## config.mk

```make
export PLATFORM = sky130hd
export DESIGN_NAME = block_interleaver
export DESIGN_NICKNAME = d
export VERILOG_FILES = /design/src/rtl/block_interleaver.sv
export SDC_FILE = /design/constraint.sdc
export NUM_CORES = 1
export LEC_CHECK = 0
export BUFFER_PORTS_ARGS = -buffer_cell sky130_fd_sc_hd__buf_4
export CORE_ASPECT_RATIO = 1.2
export CORE_MARGIN = 2
export CORE_UTILIZATION = 39
export DETAILED_ROUTE_END_ITERATION = 10
export HOLD_SLACK_MARGIN = 0.06
export REMOVE_ABC_BUFFERS = 1
export SYNTH_ARGS = -nofsm -noshare
export SYNTH_HDL_FRONTEND = slang
export SYNTH_SLANG_ARGS = --single-unit
```

## constraint.sdc

```tcl
create_clock -name clk -period 2 [get_ports clk]
set_input_delay 0.5 -clock clk [delete_from_list [all_inputs] [get_ports clk]]
set_output_delay 0.5 -clock clk [all_outputs]
set_load 0.005 [all_outputs]
```

## src/rtl/block_interleaver.sv

```systemverilog
// Row/column block interleaver: frames of ROWS*COLS symbols written row-wise into a
// ping-pong buffer and read column-wise. Deinterleave mode is built with BLKINTLV_DEINT_EN.
module block_interleaver #(
    parameter int DATA_W = 1,
    parameter int ROWS   = 2,
    parameter int COLS   = 4
) (
    input  logic              clk,
    input  logic              reset,
    input  logic [DATA_W-1:0] in_data,
    input  logic              in_valid,
    output logic              in_ready,
    input  logic              deint,
    output logic [DATA_W-1:0] out_data,
    output logic              out_valid,
    input  logic              out_ready,
    output logic              out_last
);

    localparam int N  = ROWS * COLS;
    localparam int AW = $clog2(N);
    localparam int RW = $clog2(ROWS);
    localparam int CW = $clog2(COLS);
    localparam logic [AW-1:0] LAST_A   = AW'(N - 1);
    localparam logic [RW-1:0] LAST_ROW = RW'(ROWS - 1);
    localparam logic [AW-1:0] COLS_A   = AW'(COLS);

    typedef enum logic [0:0] {
        ST_IDLE  = 1'b0,
        ST_DRAIN = 1'b1
    } rd_state_t;

    logic [DATA_W-1:0] mem_r [2][N];
    logic [1:0]        full_r;
    logic [1:0]        mode_s;
    logic              wr_bank_r;
    logic              rd_bank_r;
    logic [AW-1:0]     j_r;
    logic [AW-1:0]     k_r;
    logic [RW-1:0]     rd_row_r;
    logic [CW-1:0]     rd_col_r;
    logic [AW-1:0]     wr_addr_s;
    logic [AW-1:0]     rd_addr_s;
    logic              wr_fire_s;
    logic              rd_fire_s;
    logic              load_s;
    rd_state_t         state_r;
    rd_state_t         state_nxt_s;

    assign in_ready  = ~full_r[wr_bank_r];
    assign wr_fire_s = in_valid & ~full_r[wr_bank_r];
    assign load_s    = ~out_valid | out_ready;

`ifdef BLKINTLV_DEINT_EN
    logic [1:0]    mode_r;
    logic [RW-1:0] wr_row_r;
    logic [CW-1:0] wr_col_r;
    logic          wr_mode_s;

    // Write address: the first symbol of a frame takes its mode directly from deint.
    always_comb begin
        wr_mode_s = 1'b0;
        wr_addr_s = j_r;
        if (j_r == '0) begin
            wr_mode_s = deint;
        end else begin
            wr_mode_s = mode_r[wr_bank_r];
        end
        if (wr_mode_s) begin
            wr_addr_s = AW'(wr_row_r) * COLS_A + AW'(wr_col_r);
        end else begin
            wr_addr_s = j_r;
        end
    end

    // Per-bank mode latch and transposed write position (row = j mod ROWS, col = j / ROWS).
    always_ff @(posedge clk or negedge reset) begin
        if (!reset) begin
            mode_r   <= 2'b00;
            wr_row_r <= '0;
            wr_col_r <= '0;
        end else if (wr_fire_s) begin
            if (j_r == '0) begin
                mode_r[wr_bank_r] <= deint;
            end
            if (j_r == LAST_A) begin
                wr_row_r <= '0;
                wr_col_r <= '0;
            end else if (wr_row_r == LAST_ROW) begin
                wr_row_r <= '0;
                wr_col_r <= wr_col_r + CW'(1);
            end else begin
                wr_row_r <= wr_row_r + RW'(1);
            end
        end
    end

    assign mode_s = mode_r;
`else
    logic unused_deint_s;

    assign unused_deint_s = deint;
    assign mode_s         = 2'b00;
    assign wr_addr_s      = j_r;
`endif

    // Interleave reads column-major; deinterleave data was already transposed on write.
    always_comb begin
        rd_addr_s = AW'(rd_row_r) * COLS_A + AW'(rd_col_r);
        if (mode_s[rd_bank_r]) begin
            rd_addr_s = k_r;
        end else begin
            rd_addr_s = AW'(rd_row_r) * COLS_A + AW'(rd_col_r);
        end
    end

    // Symbol storage; contents are not reset.
    always_ff @(posedge clk) begin
        if (wr_fire_s) begin
            mem_r[wr_bank_r][wr_addr_s] <= in_data;
        end
    end

    // Read FSM: reading may start in IDLE so a freshly filled bank drains with no bubble.
    always_comb begin
        state_nxt_s = state_r;
        rd_fire_s   = 1'b0;
        case (state_r)
            ST_IDLE: begin
                if (full_r[rd_bank_r]) begin
                    state_nxt_s = ST_DRAIN;
                    rd_fire_s   = load_s;
                end else begin
                    state_nxt_s = ST_IDLE;
                end
            end
            ST_DRAIN: begin
                rd_fire_s = load_s;
                if (load_s && (k_r == LAST_A)) begin
                    state_nxt_s = full_r[~rd_bank_r] ? ST_DRAIN : ST_IDLE;
                end else begin
                    state_nxt_s = ST_DRAIN;
                end
            end
            default: begin
                state_nxt_s = ST_IDLE;
                rd_fire_s   = 1'b0;
            end
        endcase
    end

    // Read FSM state register.
    always_ff @(posedge clk or negedge reset) begin
        if (!reset) begin
            state_r <= ST_IDLE;
        end else begin
            state_r <= state_nxt_s;
        end
    end

    // Frame bookkeeping: counters, bank pointers and full flags (the two sides never share a bank).
    always_ff @(posedge clk or negedge reset) begin
        if (!reset) begin
            full_r    <= 2'b00;
            wr_bank_r <= 1'b0;
            rd_bank_r <= 1'b0;
            j_r       <= '0;
            k_r       <= '0;
            rd_row_r  <= '0;
            rd_col_r  <= '0;
        end else begin
            if (wr_fire_s) begin
                if (j_r == LAST_A) begin
                    j_r               <= '0;
                    full_r[wr_bank_r] <= 1'b1;
                    wr_bank_r         <= ~wr_bank_r;
                end else begin
                    j_r <= j_r + AW'(1);
                end
            end
            if (rd_fire_s) begin
                if (k_r == LAST_A) begin
                    k_r               <= '0;
                    rd_row_r          <= '0;
                    rd_col_r          <= '0;
                    full_r[rd_bank_r] <= 1'b0;
                    rd_bank_r         <= ~rd_bank_r;
                end else begin
                    k_r <= k_r + AW'(1);
                    if (rd_row_r == LAST_ROW) begin
                        rd_row_r <= '0;
                        rd_col_r <= rd_col_r + CW'(1);
                    end else begin
                        rd_row_r <= rd_row_r + RW'(1);
                    end
                end
            end
        end
    end

    // Output register: holds while the consumer stalls.
    always_ff @(posedge clk or negedge reset) begin
        if (!reset) begin
            out_data  <= '0;
            out_valid <= 1'b0;
            out_last  <= 1'b0;
        end else if (rd_fire_s) begin
            out_data  <= mem_r[rd_bank_r][rd_addr_s];
            out_valid <= 1'b1;
            out_last  <= (k_r == LAST_A);
        end else if (out_ready) begin
            out_valid <= 1'b0;
            out_last  <= 1'b0;
        end
    end

endmodule

```

==> results of run 1 <==
==> report_power, final <==
| group | total [mW] | switching, mW | internal, mW |
|---|---|---|---|
| registers | 1.12 | 0.223 | 0.894 |
| clock network | 0.612 | 0.246 | 0.366 |
| logic | 0.836 | 0.431 | 0.405 |
| total | 2.56 | 0.899 | 1.67 |
==> cell families (layout without fill, tap and decap cells) <==
group | Yosys count | in the layout
xor gates and xnor gates | 2 | 2
AOI/OAI and AO/OA | 17 | 17
buffers and inverters | 7 | 20
and+or+nand+nor | 57 | 57
adders and majority gates | 4 | 4
DFF | 33 | 33
muxes | 8 | 8
==> worst max-delay path, cell delays in order, from the launching register on <==
cell and delay (ns):
dfrtp_1 0.37, mux2i_1 0.32, and2_1 0.33, nand2_1 0.16, nor3_1 0.28
==> Yosys cell counts <==
library cell / count / area [um2]
nand2b_1: 3 / 18.8
mux2_2: 2 / 22.5
nand3_1: 3 / 15.0
ha_1: 4 / 50.1
a211o_1: 1 / 8.76
nor4_1: 5 / 31.3
a21oi_1: 3 / 15.0
mux4_2: 1 / 22.5
a21oi_2: 1 / 8.76
nor2b_1: 1 / 6.26
nor3_1: 5 / 25.0
o21ai_0: 3 / 15.0
and2b_1: 1 / 7.51
dfrtp_1: 17 / 425
o21ai_1: 2 / 10.0
xnor2_1: 2 / 17.5
nor2_1: 11 / 41.3
and2_1: 2 / 12.5
inv_1: 2 / 7.51
edfxtp_1: 16 / 480
o21ai_4: 1 / 16.3
clkbuf_1: 2 / 7.51
buf_2: 1 / 5.00
mux4_1: 3 / 78.8
a31oi_1: 2 / 12.5
nor4b_1: 2 / 17.5
o21a_2: 1 / 8.76
clkbuf_2: 1 / 5.00
mux2i_1: 2 / 20.0
a21o_1: 1 / 7.51
nand2_1: 22 / 82.6
o22a_1: 1 / 8.76
a41oi_1: 1 / 8.76
nand3b_1: 2 / 15.0
buf_6: 1 / 11.3
==> final timing paths <==
| check | start | endpoint | slack (ns) | cells after the start |
|---|---|---|---|---|
| setup / recovery | wr_bank_r | mem_r[0][0] | 0.24 | 4 |
| hold / removal | reset | k_r[2] | 0.07 | 1 |
| setup reg to reg | wr_bank_r | mem_r[0][0] | 0.24 | 4 |
| hold reg to reg | k_r[0] | k_r[0] | 0.49 | 1 |
| max in group asynchronous | reset | j_r[2] | 1.74 | 1 |
| min in group clk | out_ready | out_last | 0.48 | 3 |
==> per-stage QoR <==
step	hold WS (ns)	setup slack, ns	cell area, um2	power [mW]
after floorplan	0.204	0.214	1520	1.69
after global placement	0.374	0.303	1660	1.92
after detailed placement	0.379	0.246	1660	1.96
after CTS	0.0720	0.228	1770	2.59
after global routing	0.0717	0.0873	1770	2.75
final	0.0733	0.243	1770	2.56
==> area by class of cell <==
cell class | instances | area (um2) | area share (%)
Multi-Input combinational cell | 88 | 604 | 34.1
Clock buffer | 5 | 68.8 | 3.89
Inverter | 2 | 7.51 | 0.424
Clock inverter | 3 | 41.3 | 2.33
Timing Repair Buffer | 10 | 75.1 | 4.24
Sequential cell | 33 | 906 | 51.2
Tap cell | 54 | 67.6 | 3.82
==> sequential cells by signal (all words and copies together) (netlist names) <==
| signal | cells |
|---|---|
| out_data | 1 |
| out_valid | 1 |
| full_r | 2 |
| k_r | 3 |
| j_r | 3 |
| rd_col_r | 2 |
| mem_r | 16 |
| rd_row_r | 1 |
| wr_bank_r | 1 |
| rd_bank_r | 1 |
| state_r | 1 |
| out_last | 1 |
==> per-layer routing <==
metal / vias to the layer above / GRT usage [%] / part of all wire (%)
met4: 0 / 6.38 / 2.1
met5: - / 0 / 0
met3: 6 / 4.79 / 2.8
li1: 495 / - / -
met2: 10 / 23.4 / 52
met1: 494 / 16.4 / 44
==> impl_metrics.env, run 1 <==
export IMPL_ctsHoldBuffers=0
export IMPL_htreeDepth=2
export IMPL_yosysSeqAreaShare_pct=58.6
export IMPL_areaGrowthSynthToFinish_pct=14.5
export IMPL_cts_buffers=5
export IMPL_cp_required_ns=1.97
export IMPL_layout_common_cells="22 x nand2_1, 17 x dfrtp_1, 16 x edfxtp_1"
export IMPL_min_period_ns=1.76
export IMPL_critical_path_max_fanout=7
export IMPL_first_pass_iters=4
export IMPL_max_cap_violations=0
export IMPL_placed_cells=187
export IMPL_synth_seq_cells=33
export IMPL_vias_per_cell=5.15
export IMPL_clock_latency_ns=0.28
export IMPL_gp_congestion=0.789
export IMPL_ir_drop_v=0.000685
export IMPL_drt_drc_violations_left=0
export IMPL_skew_ns=0.00108
export IMPL_worstPathArrival_ns=1.73
export IMPL_synthMuxAreaShare_pct=9.30
export IMPL_fp_dieH_um=73.0
export IMPL_final_max_slew_viol_count=0
export IMPL_antenna_found_initial=0
export IMPL_instances_no_fill=195
export IMPL_hpwl_mm=1.89
export IMPL_max_slew_margin_pct=73.7
export IMPL_grt_pass1_wl_mm=4.59
export IMPL_power_density_nw_per_um2=1450
export IMPL_hold_viol_final=0
export IMPL_nets=150
export IMPL_route_vias_total=1005
export IMPL_fmax_mhz=569
export IMPL_final_common_cell="nand2_1"
export IMPL_p_leak_nw=0.695
export IMPL_cts_root_buf="clkbuf_8"
export IMPL_clk_path_buf_depth=2
export IMPL_die_area_um2=4490
export IMPL_rsz0062_at_grt="false"
export IMPL_synth_compound_area_share_pct=7.77
export IMPL_io_pins=10
export IMPL_post_cts_buffers=0
export IMPL_postSynthAreaPerCell_um2=12.1
export IMPL_track_usage_pct=14.2
export IMPL_syn_area_um2=1550
export IMPL_grt_max_degree=18
export IMPL_synth_cells=128
export IMPL_fillCellCount=379
export IMPL_clkTransAtPathRegs_ns=0.07
export IMPL_fin_tns_setup_ns=0
export IMPL_grt_overflow_total=0
export IMPL_setup_viol=0
export IMPL_synth_cell_types=35
export IMPL_grt_pass1_vias=997
export IMPL_clkSinkCount=33
export IMPL_period_share_pct=87.8
export IMPL_fin_util_pct=45.6
export IMPL_wirelength_mm=2.69
export IMPL_yosysWarningCount=0
export IMPL_core_area_um2=3880
export IMPL_n_antenna_cell=0
export IMPL_synth_simple_area_share_pct=17.6
export IMPL_routedWlPerCell_um=13.8
export IMPL_synth_top_family_by_area="simple AND/OR/NAND/NOR gates"
export IMPL_crit_type="flip-flop to flip-flop"
export IMPL_io_buffers=8
export IMPL_synthAdderAreaFrac_pct=3.24
export IMPL_cts_tree="done"
export IMPL_drive_gt1_share_pct=16.3
export IMPL_placementRows=25
export IMPL_worstMarginPinSlew_ns=0.389
export IMPL_start_util_pct=39.9
export IMPL_drt_iter0_drc=51
export IMPL_holdCritPathClass="primary input to async pin"
export IMPL_status="completed"
export IMPL_cts_resized=0
export IMPL_die_w_um=61.5
export IMPL_synth_xor_area_share_pct=1.13
export IMPL_worst_setup_path_end_kind="flip-flop"
export IMPL_crit_path_start_kind="flip-flop"
export IMPL_antenna_left=0
Power figures use the tool's default switching activity.
==> inputs of run 2 (changes only) <==
--- a/config.mk
+++ b/config.mk
@@ -11,6 +11,7 @@
 export CORE_UTILIZATION = 39
 export DETAILED_ROUTE_END_ITERATION = 10
 export HOLD_SLACK_MARGIN = 0.06
+export MAX_ROUTING_LAYER = met4
 export REMOVE_ABC_BUFFERS = 1
 export SYNTH_ARGS = -nofsm -noshare
 export SYNTH_HDL_FRONTEND = slang
==> impl_metrics.env, run 2 (synthesized netlist as in run 1, its figures left out) <==
export IMPL_min_period_ns=1.75
export IMPL_die_w_um=61.5
export IMPL_post_cts_buffers=0
export IMPL_power_density_nw_per_um2=1450
export IMPL_crit_cells=4
export IMPL_critical_path_max_fanout=7
export IMPL_track_usage_pct=14.6
export IMPL_antenna_left=0
export IMPL_nets=150
export IMPL_rr_worst_depth=4
export IMPL_fp_dieH_um=73.0
export IMPL_areaGrowthSynthToFinish_pct=14.5
export IMPL_worst_setup_path_end_kind="flip-flop"
export IMPL_path_buf_inv=0
export IMPL_cp_slowest_cell="dfrtp_1"
export IMPL_pre_cts_slack_ns=0.246
export IMPL_final_cell_area_um2=1770
export IMPL_clkSinkCount=33
export IMPL_top_register="mem_r"
export IMPL_period_share_pct=87.6
export IMPL_wirelength_mm=2.68
export IMPL_hpwl_mm=1.89
export IMPL_start_util_pct=39.9
export IMPL_cts_buffers=5
export IMPL_grt_max_degree=18
export IMPL_power_mw=2.56
export IMPL_grt_pass1_wl_mm=4.59
export IMPL_core_area_um2=3880
export IMPL_first_pass_iters=4
export IMPL_hold_viol_final=0
export IMPL_grt_overflow_total=0
export IMPL_io_buffers=8
export IMPL_path_delay_family="simple AND/OR/NAND/NOR gates"
export IMPL_drt_iter0_drc=56
export IMPL_fin_tns_setup_ns=0
export IMPL_cp_required_ns=1.97
export IMPL_fmax_mhz=571
export IMPL_skew_ns=0.00113
export IMPL_clk_path_buf_depth=2
export IMPL_routedWlPerCell_um=13.8
export IMPL_worstPathArrival_ns=1.72
export IMPL_cts_tree="done"
export IMPL_drt_drc_violations_left=0
export IMPL_final_common_cell="nand2_1"
export IMPL_fillCellCount=379
export IMPL_path_cells="mux2i_1 -> and2_1 -> nand2_1 -> nor3_1"
export IMPL_layout_common_cells="22 x nand2_1, 17 x dfrtp_1, 16 x edfxtp_1"
export IMPL_dpl_cell_area_um2=1660
export IMPL_fin_util_pct=45.6
export IMPL_status="completed"
export IMPL_max_cap_violations=0
export IMPL_final_max_slew_viol_count=0
export IMPL_vias_per_cell=5.14
export IMPL_route_vias_total=1002
export IMPL_ir_drop_v=0.000682
export IMPL_holdCritPathClass="primary input to async pin"
export IMPL_setup_viol=0
export IMPL_placementRows=25
export IMPL_drive_gt1_share_pct=16.3
export IMPL_ctsHoldBuffers=0
export IMPL_die_area_um2=4490
export IMPL_rsz0062_at_grt="false"
export IMPL_gp_congestion=0.801
export IMPL_worstMarginPinSlew_ns=0.390
export IMPL_n_antenna_cell=0
export IMPL_reg_largest_list="mem_r x16, j_r x3, k_r x3"
export IMPL_crit_path_start_kind="flip-flop"
export IMPL_clock_latency_ns=0.28
export IMPL_cts_resized=0
export IMPL_setup_slack_ns=0.248
export IMPL_cts_root_buf="clkbuf_8"
export IMPL_crit_type="flip-flop to flip-flop"
export IMPL_largest_reg_flops=16
export IMPL_clkTransAtPathRegs_ns=0.07
export IMPL_antenna_found_initial=0
export IMPL_max_slew_margin_pct=73.6
export IMPL_grt_pass1_vias=998
export IMPL_io_pins=10
export IMPL_critPathMaxStageDelay_ns=0.37
export IMPL_htreeDepth=2
export IMPL_p_leak_nw=0.695
==> run 2: through the flow <==
stage / hold slack (ns) / std cells
floorplan: 0.204 / 123
global placement: 0.374 / 187
detailed placement: 0.379 / 187
CTS: 0.0720 / 195
global route: 0.0717 / 195
finish: 0.0740 / 195
==> run 2: per-layer routing <==
metal	vias up	wire length (um)	GRT usage [%]
met4	0	57	6.38
met1	483	1160	16.4
met3	6	96	4.79
met2	16	1370	23.4
li1	497	-	-
met5	-	0	-
==> run 2: layout make-up <==
type                            instances  area (um2)  share of cell area, %
Inverter                                2        7.51                  0.424
Sequential cell                        33         906                   51.2
Clock inverter                          3        41.3                   2.33
Clock buffer                            5        68.8                   3.89
Tap cell                               54        67.6                   3.82
Multi-Input combinational cell         88         604                   34.1
Timing Repair Buffer                   10        75.1                   4.24
==> run 2: worst reg2reg max path, delay by kind of cell (launching register included) <==
family,cells,cell delay [ns]
flops,1,0.37
simple gates,3,0.77
mux,1,0.32
==> run 2: worst paths after layout <==
path                                 from     endpoint  slack (ns)
worst max-delay path            wr_bank_r  mem_r[0][0]        0.25
worst min-delay path                reset  rd_col_r[0]        0.07
worst max register to register  wr_bank_r  mem_r[0][0]        0.25
worst min register to register     k_r[0]       k_r[0]        0.49
max in group asynchronous           reset    full_r[0]        1.74
min in group clk                out_ready     out_last        0.48
==> run 2: where the power goes <==
| part | total, mW | switching (mW) | internal, mW | leakage [nW] |
|---|---|---|---|---|
| Sequential | 1.12 | 0.223 | 0.894 | 0.345 |
| Combinational | 0.834 | 0.430 | 0.405 | 0.298 |
| Clock | 0.609 | 0.242 | 0.366 | 0.0518 |
| Total | 2.56 | 0.895 | 1.67 | 0.695 |
==> inputs of run 3 (changes only) <==
--- a/config.mk
+++ b/config.mk
@@ -6,12 +6,15 @@
 export NUM_CORES = 1
 export LEC_CHECK = 0
 export BUFFER_PORTS_ARGS = -buffer_cell sky130_fd_sc_hd__buf_4
+export CELL_PAD_IN_SITES_DETAIL_PLACEMENT = 1
+export CELL_PAD_IN_SITES_GLOBAL_PLACEMENT = 1
 export CORE_ASPECT_RATIO = 1.2
 export CORE_MARGIN = 2
-export CORE_UTILIZATION = 39
+export CORE_UTILIZATION = 47
 export DETAILED_ROUTE_END_ITERATION = 10
 export HOLD_SLACK_MARGIN = 0.06
 export MAX_ROUTING_LAYER = met4
+export PLACE_DENSITY_LB_ADDON = 0.1
 export REMOVE_ABC_BUFFERS = 1
 export SYNTH_ARGS = -nofsm -noshare
 export SYNTH_HDL_FRONTEND = slang
==> impl_metrics.env, run 3 (synthesized netlist as in run 1, its figures left out) <==
export IMPL_status="completed"
export IMPL_holdCritPathClass="primary input to flip-flop"
export IMPL_cp_required_ns=2.03
export IMPL_fp_dieH_um=66.8
export IMPL_reg_largest_list="mem_r x16, j_r x3, k_r x3"
export IMPL_cts_buffers=5
export IMPL_placementRows=22
export IMPL_clkSinkCount=33
export IMPL_routedWlPerCell_um=17.0
export IMPL_hold_viol_final=0
export IMPL_power_density_nw_per_um2=1430
export IMPL_pre_cts_slack_ns=0.259
export IMPL_final_common_cell="nand2_1"
export IMPL_critical_path_max_fanout=7
export IMPL_ir_drop_v=0.000879
export IMPL_vias_per_cell=5.81
export IMPL_top_register="mem_r"
export IMPL_drt_iter0_drc=37
export IMPL_cp_slowest_cell="dfrtp_1"
export IMPL_n_antenna_cell=0
export IMPL_htreeDepth=2
export IMPL_setup_viol=0
export IMPL_hpwl_mm=2.18
export IMPL_crit_path_start_kind="flip-flop"
export IMPL_worst_setup_path_end_kind="flip-flop"
export IMPL_min_period_ns=1.77
export IMPL_antenna_found_initial=0
export IMPL_route_vias_total=1028
export IMPL_core_area_um2=3110
export IMPL_path_cells="mux2i_1 -> and2_1 -> nand2_1 -> nor4_1"
export IMPL_die_area_um2=3770
export IMPL_period_share_pct=88.5
export IMPL_crit_cells=4
export IMPL_skew_ns=0.0114
export IMPL_post_cts_buffers=0
export IMPL_fin_tns_setup_ns=0
export IMPL_first_pass_iters=4
export IMPL_grt_pass1_wl_mm=5.38
export IMPL_grt_max_degree=18
export IMPL_hold_start="out_ready"
export IMPL_io_buffers=8
export IMPL_drive_gt1_share_pct=14.9
export IMPL_rsz0062_at_grt="false"
export IMPL_worstMarginPinSlew_ns=0.413
export IMPL_rr_worst_depth=4
export IMPL_cts_root_buf="clkbuf_4"
export IMPL_drt_drc_violations_left=0
export IMPL_die_w_um=56.4
export IMPL_grt_overflow_total=0
export IMPL_clk_path_buf_depth=2
export IMPL_antenna_left=0
export IMPL_critPathMaxStageDelay_ns=0.42
export IMPL_min_path_cells=3
export IMPL_max_slew_margin_pct=72.5
export IMPL_start_util_pct=49.7
export IMPL_max_cap_violations=0
export IMPL_fmax_mhz=565
export IMPL_areaGrowthSynthToFinish_pct=10.9
export IMPL_crit_start="full_r[1]"
export IMPL_clock_latency_ns=0.35
export IMPL_cts_tree="done"
export IMPL_layout_common_cells="22 x nand2_1, 17 x dfrtp_1, 16 x edfxtp_1"
export IMPL_clkTransAtPathRegs_ns=0.09
export IMPL_worstPathArrival_ns=1.80
export IMPL_path_buf_inv=0
export IMPL_track_usage_pct=20.0
export IMPL_gp_congestion=0.852
export IMPL_final_max_slew_viol_count=0
export IMPL_wirelength_mm=3.02
export IMPL_path_delay_family="simple AND/OR/NAND/NOR gates"
export IMPL_io_pins=10
export IMPL_largest_reg_flops=16
export IMPL_nets=150
export IMPL_p_leak_nw=0.682
export IMPL_grt_pass1_vias=1115
export IMPL_setup_slack_ns=0.231
export IMPL_r2r_start="full_r[1]"
export IMPL_crit_type="flip-flop to flip-flop"
## run 3: cell count changes in the layout (fill, tap and decap cells not counted)
cell,previous run,this run
clkbuf_4,0,5
clkbuf_8,5,0
buf_4,10,9
clkbuf_1,0,1
clkinvlp_4,1,0
dlygate4sd3_1,0,1
## run 3: worst paths after layout
kind | to | slack, ns
setup / recovery | mem_r[0][6] | 0.23
hold / removal | out_last | 0.42
setup reg to reg | mem_r[0][6] | 0.23
hold reg to reg | k_r[2] | 0.49
max in group asynchronous | j_r[2] | 1.26
min in group asynchronous | out_valid | 0.55
## run 3: timing repair
item,4_1_cts,5_1_grt
hold endpoints to repair,17,0
resized for setup,0,0
hold buffers,1,0
## run 3: per-layer routing
layer  part of all wire, %  wire length (um)  track usage [%]
met2                    53              1610             34.4
met3                   4.2               128             4.47
met1                    41              1230             21.7
met5                     0                 0                -
met4                   1.7                50             10.7
## run 3: worst register-to-register path: cells and delay by family, from the launching register on
kind / cells / cell delay (ns)
simple gates: 3 / 0.75
flops: 1 / 0.42
mux: 1 / 0.28
## run 3: power breakdown
part / switching (mW) / internal [mW] / total [mW] / leakage (nW)
Sequential: 0.248 / 0.892 / 1.14 / 0.345
Combinational: 0.430 / 0.395 / 0.825 / 0.297
Clock: 0.229 / 0.260 / 0.489 / 0.0399
Total: 0.907 / 1.55 / 2.45 / 0.682
## run 3: cell type report
cell class / count / area, um2
fillers: 329 / 1400
clock buffers: 6 / 41.3
clock inverters: 2 / 33.8
well taps: 36 / 45.0
multi-input cells: 88 / 604
repair buffers: 10 / 77.6
inverters: 2 / 7.51
flip-flops and latches: 33 / 906
## run 3: through the flow
stage | std cells | cell area, um2 | utilization, % | power (mW) | hold WS (ns)
after global placement | 168 | 1630 | 52.4 | 1.90 | 0.373
final | 177 | 1720 | 55.1 | 2.45 | 0.416
after detailed placement | 168 | 1630 | 52.4 | 1.98 | 0.383
after floorplan | 123 | 1520 | - | 1.69 | 0.204
after CTS | 177 | 1720 | 55.1 | 2.48 | 0.402
after global routing | 177 | 1720 | 55.1 | 2.66 | 0.430
